[config.mk]
export PLATFORM = sky130hd
export DESIGN_NAME = imem_loader
export DESIGN_NICKNAME = d
export VERILOG_FILES = /design/src/rtl/imem_loader.sv
export SDC_FILE = /design/constraint.sdc
export NUM_CORES = 1
export LEC_CHECK = 0
export BUFFER_PORTS_ARGS = -buffer_cell sky130_fd_sc_hd__clkbuf_2
export CAP_MARGIN = 20
export CORE_MARGIN = 5
export CORE_UTILIZATION = 30
export DETAILED_ROUTE_END_ITERATION = 8
export RECOVER_POWER = 25
export SETUP_SLACK_MARGIN = 0.15
export SYNTH_ARGS = -nofsm -noshare
export SYNTH_HDL_FRONTEND = slang
export SYNTH_SLANG_ARGS = --single-unit
[constraint.sdc]
create_clock -name clk -period 2.5 [get_ports clk]
set_clock_uncertainty 0.15 [all_clocks]
set_input_delay 0.375 -clock clk [delete_from_list [all_inputs] [get_ports clk]]
set_output_delay 0.375 -clock clk [all_outputs]
set_load 0.01 [all_outputs]
[src/rtl/imem_loader.sv]
// Byte-stream instruction memory loader; holds the CPU while words are written.
// Optional trailing XOR checksum byte is enabled by IMEM_LOADER_CHECKSUM_EN.
module imem_loader #(
  parameter int ADDR_W = 8
) (
  input  logic              clk,
  input  logic              rst_n,
  input  logic              start,
  input  logic              in_valid,
  input  logic [7:0]        in_data,
  output logic              in_ready,
  output logic              wr_en,
  output logic [ADDR_W-1:0] wr_addr,
  output logic [31:0]       wr_data,
  output logic              cpu_hold,
  output logic              done,
  output logic              error
);

  typedef enum logic [2:0] {
    IDLE,
    LEN,
    DATA,
    WRITE,
`ifdef IMEM_LOADER_CHECKSUM_EN
    CSUM,
`endif
    DONE
  } state_t;

`ifdef IMEM_LOADER_CHECKSUM_EN
  localparam state_t TAIL = CSUM;
`else
  localparam state_t TAIL = DONE;
`endif

  state_t            state;
  state_t            nxt;
  logic [1:0]        bcnt;
  logic [15:0]       len;
  logic [15:0]       cnt;
  logic [ADDR_W-1:0] idx;
  logic [31:0]       sh;
  logic              xfer;
  logic              go;
  logic              rdy_nxt;
  logic              hold_nxt;
  logic [15:0]       len_nxt;
  logic [31:0]       word_nxt;

  assign xfer     = in_valid & in_ready;
  assign go       = start & ((state == IDLE) | (state == DONE));
  assign len_nxt  = {in_data, len[15:8]};
  assign word_nxt = {in_data, sh[31:8]};

  always_comb begin
    nxt = state;
    unique case (state)
      IDLE:  if (start) nxt = LEN;
      LEN: begin
        if (xfer && bcnt == 2'd1)
          nxt = (len_nxt == 16'd0) ? TAIL : DATA;
      end
      DATA:  if (xfer && bcnt == 2'd3) nxt = WRITE;
      WRITE: nxt = (cnt + 16'd1 == len) ? TAIL : DATA;
`ifdef IMEM_LOADER_CHECKSUM_EN
      CSUM:  if (xfer) nxt = DONE;
`endif
      DONE:  if (start) nxt = LEN;
      default: nxt = IDLE;
    endcase
  end

  always_comb begin
    rdy_nxt  = (nxt == LEN) | (nxt == DATA);
    hold_nxt = rdy_nxt | (nxt == WRITE);
`ifdef IMEM_LOADER_CHECKSUM_EN
    rdy_nxt  = rdy_nxt | (nxt == CSUM);
    hold_nxt = hold_nxt | (nxt == CSUM);
`endif
  end

  always_ff @(posedge clk) begin
    if (!rst_n) begin
      state    <= IDLE;
      in_ready <= 1'b0;
      cpu_hold <= 1'b0;
      done     <= 1'b0;
      wr_en    <= 1'b0;
      wr_addr  <= '0;
      wr_data  <= '0;
      bcnt     <= '0;
      len      <= '0;
      cnt      <= '0;
      idx      <= '0;
      sh       <= '0;
    end else begin
      state    <= nxt;
      in_ready <= rdy_nxt;
      cpu_hold <= hold_nxt;
      done     <= (nxt == DONE);
      wr_en    <= (nxt == WRITE);
      if (go) begin
        bcnt <= '0;
        cnt  <= '0;
        idx  <= '0;
      end
      if (state == LEN && xfer) begin
        len  <= len_nxt;
        bcnt <= (bcnt == 2'd1) ? 2'd0 : bcnt + 2'd1;
      end
      if (state == DATA && xfer) begin
        sh   <= word_nxt;
        bcnt <= bcnt + 2'd1;
        // Capture once so wr_addr/wr_data stay put between writes.
        if (bcnt == 2'd3) begin
          wr_data <= word_nxt;
          wr_addr <= idx;
        end
      end
      if (state == WRITE) begin
        idx <= idx + ADDR_W'(1);
        cnt <= cnt + 16'd1;
      end
    end
  end

`ifdef IMEM_LOADER_CHECKSUM_EN
  logic [7:0] csum;

  always_ff @(posedge clk) begin
    if (!rst_n) begin
      csum  <= '0;
      error <= 1'b0;
    end else begin
      if (go) begin
        csum  <= '0;
        error <= 1'b0;
      end
      if (state == DATA && xfer)
        csum <= csum ^ in_data;
      if (state == CSUM && xfer)
        error <= (in_data != csum);
    end
  end
`else
  assign error = 1'b0;
`endif

endmodule

==> flow_summary.json <==
{
  "outcome": "finished clean",
  "die_h_um": 138,
  "clkLatencyLatePin_ns": 0.41,
  "crit_fanout": 5,
  "route.detailed.wl_per_inst_um": 13.8,
  "die-area_um2": 19100,
  "netlist_area_um2": 4930,
  "synth_cell_type_count": 54,
  "firstDrtPassIters": 5,
  "p_per_area_nw_per_um2": 716,
  "grt_pass1_vias": 4095,
  "drive_gt1_share_pct": 11.6,
  "viasPerCell": 4.85,
  "num_rows": 46,
  "ys_ff_latch": 113,
  "layout_min_cycle_time_ns": 2.22,
  "leakagePower_nw": 1.98,
  "fin_nets": 684,
  "ir_worst_vdd_v": 0.000476,
  "drcViolationCount": 0,
  "die_w_um": 138,
  "ant_nets": 0,
  "critical_path_required_ns": 2.64,
  "tritoncts": "built",
  "synth.most_common_cell": "nand2_1",
  "grt_pass1_wl_mm": 20.5,
  "hold_path.class": "primary input to flip-flop",
  "first_iter_violations": 309,
  "whs_ns": 0.0931,
  "grt_usage_pct": 12.6,
  "fillers": 1746,
  "worstMarginPinSlew_ns": 0.638,
  "yosys-top-cells-area": "dfxtp_1 (46%), nand2_1 (14%), a21oi_1 (11%)",
  "diodes": 0,
  "drt-total-wl_mm": 12.4,
  "critPathArrivalTime_ns": 2.36,
  "hold_viol": 0,
  "root_buffer": "clkbuf_16",
  "critPathLaunchType": "flip-flop",
  "port-buffer-count": 55,
  "period_share_pct": 88.9,
  "cp-end-kind": "flip-flop",
  "htreeDepth": 4,
  "yosysWarningCount": 0,
  "start_util_pct": 30.8,
  "sequential_cell_area_um2": 2260,
  "synth-edff-count": 0,
  "multi_input_area_um2": 2420,
  "io_pins": 57,
  "rsz0062_at_grt": "false",
  "criticalPathCategory": "flip-flop to flip-flop",
  "relSlewSlack_pct": 57.4,
  "clkTransAtPathRegs_ns": 0.06,
  "synth_ff_type": "dfxtp_1",
  "max_clock_freq_mhz": 450,
  "place_area_um2": 5360,
  "syn_nets": 644,
  "max-cap-violations": 0,
  "synthTopCellsByCount": "nand2_1 (186), dfxtp_1 (113), a21oi_1 (107)",
  "gp_congestion": 0.893,
  "dp_hpwl_mm": 8.21,
  "grt_max_degree": 61,
  "synthCells": 627,
  "core-area_um2": 16000,
  "finalSetupViolations": 0,
  "ys_async_sr_fraction_pct": 0,
  "ys_seq_area_share_pct": 45.9,
  "cts.sinks": 113,
  "final_cell_area_um2": 5910,
  "slew_viol_final": 0,
  "synth_top_area_share_pct": 45.9,
  "via_count": 4338,
  "avgSynthCellArea_um2": 7.87,
  "fin_tns_setup_ns": 0,
  "area_growth_pct": 19.7,
  "overflow": 0,
  "antenna_found_initial": 0,
  "cts_buffers": 17,
  "synth_area_leader_cell": "dfxtp_1",
  "clk_path_buf_depth": 2
}
-- power by group --
group	switching (mW)	total [mW]	internal, mW
clock network	0.842	2.30	1.46
registers	0.00756	1.82	1.81
logic	0.0812	0.112	0.0304
total	0.931	4.23	3.30
-- worst paths after layout --
kind,startpoint,to,cells after the start,slack [ns]
worst max-delay path,cnt[1]$_SDFFE_PN0P_,in_ready$_SDFF_PN0_,7,0.28
worst min-delay path,in_data[5],len[13]$_SDFFE_PN0P_,3,0.09
worst min register to register,wr_addr[5]$_SDFFE_PN0P_,wr_addr[5]$_SDFFE_PN0P_,2,0.30
worst max register to register,cnt[1]$_SDFFE_PN0P_,in_ready$_SDFF_PN0_,7,0.28
-- stage by stage --
step	setup slack, ns	util, %	cells	total power [mW]
finish	0.278	36.9	895	4.23
global route	0.133	36.9	895	4.36
CTS	0.151	37.1	895	4.27
detailed placement	0.168	33.5	864	1.97
global placement	0.232	33.5	864	1.97
floorplan	0.369	-	627	1.92
-- registers in the layout, summed over array words and instances (netlist names) --
register	flops
wr_data	32
sh	24
cnt	16
len	16
idx	8
wr_addr	8
state	3
bcnt	2
cpu_hold	1
done	1
in_ready	1
wr_en	1
-- layout by cell type, fill, tap and decap left out, types with 5 or more instances in the layout --
master / instances
nand2_1: 186
dfxtp_1: 112
a21oi_1: 107
clkbuf_1: 40
nor2_1: 29
clkbuf_16: 17
clkbuf_2: 16
o21ai_0: 14
xnor2_1: 14
nor4_1: 10
nor3_1: 9
nand4_1: 9
buf_4: 9
nand3_1: 8
xor2_1: 7
inv_1: 6
a31oi_1: 6
clkinv_2: 5
-- cell type report --
type | instances | area share (%)
multi-input combinational | 461 | 41.1
sequential | 113 | 38.3
clock buffer | 22 | 8.20
timing repair buffer | 67 | 5.99
tap | 216 | 4.58
clock inverter | 9 | 1.40
inverter | 7 | 0.466
-- repair_timing --
| action | CTS | global route |
|---|---|---|
| resized for setup | 0 | 6 |
| buffers inserted | 0 | 0 |
| hold buffers | 0 | 0 |
| setup endpoints to repair | 0 | 5 |
-- kinds of logic after synthesis --
logic type | count (synthesis) | share of synthesized area, %
buf+inv | 53 | 5.53
xor+xnor | 22 | 4.06
fa+ha+maj | 5 | 1.27
flops | 113 | 45.9
other cells | 1 | 0.0760
simple gates | 285 | 26.6
compound gates | 148 | 16.6
-- worst max-delay path, cell delays in order (launching register included) --
cell,delay (ns)
dfxtp_1,0.44
ha_4,0.24
xor2_1,0.14
a211o_1,0.31
a311oi_2,0.25
o2111ai_2,0.19
nor4_2,0.31
nor3_1,0.08
-- per-layer routing --
metal  GRT usage [%]  up-vias  wire [um]  part of all wire, %
li1                -     2219          -                    -
met1            18.0     1997       6220                   50
met2            18.4      106       5400                   44
met3            2.83       16        553                  4.5
met4            5.15        0        209                  1.7
met5               0        -          0                    0
No activity file was read; power rests on OpenSTA's default activity.
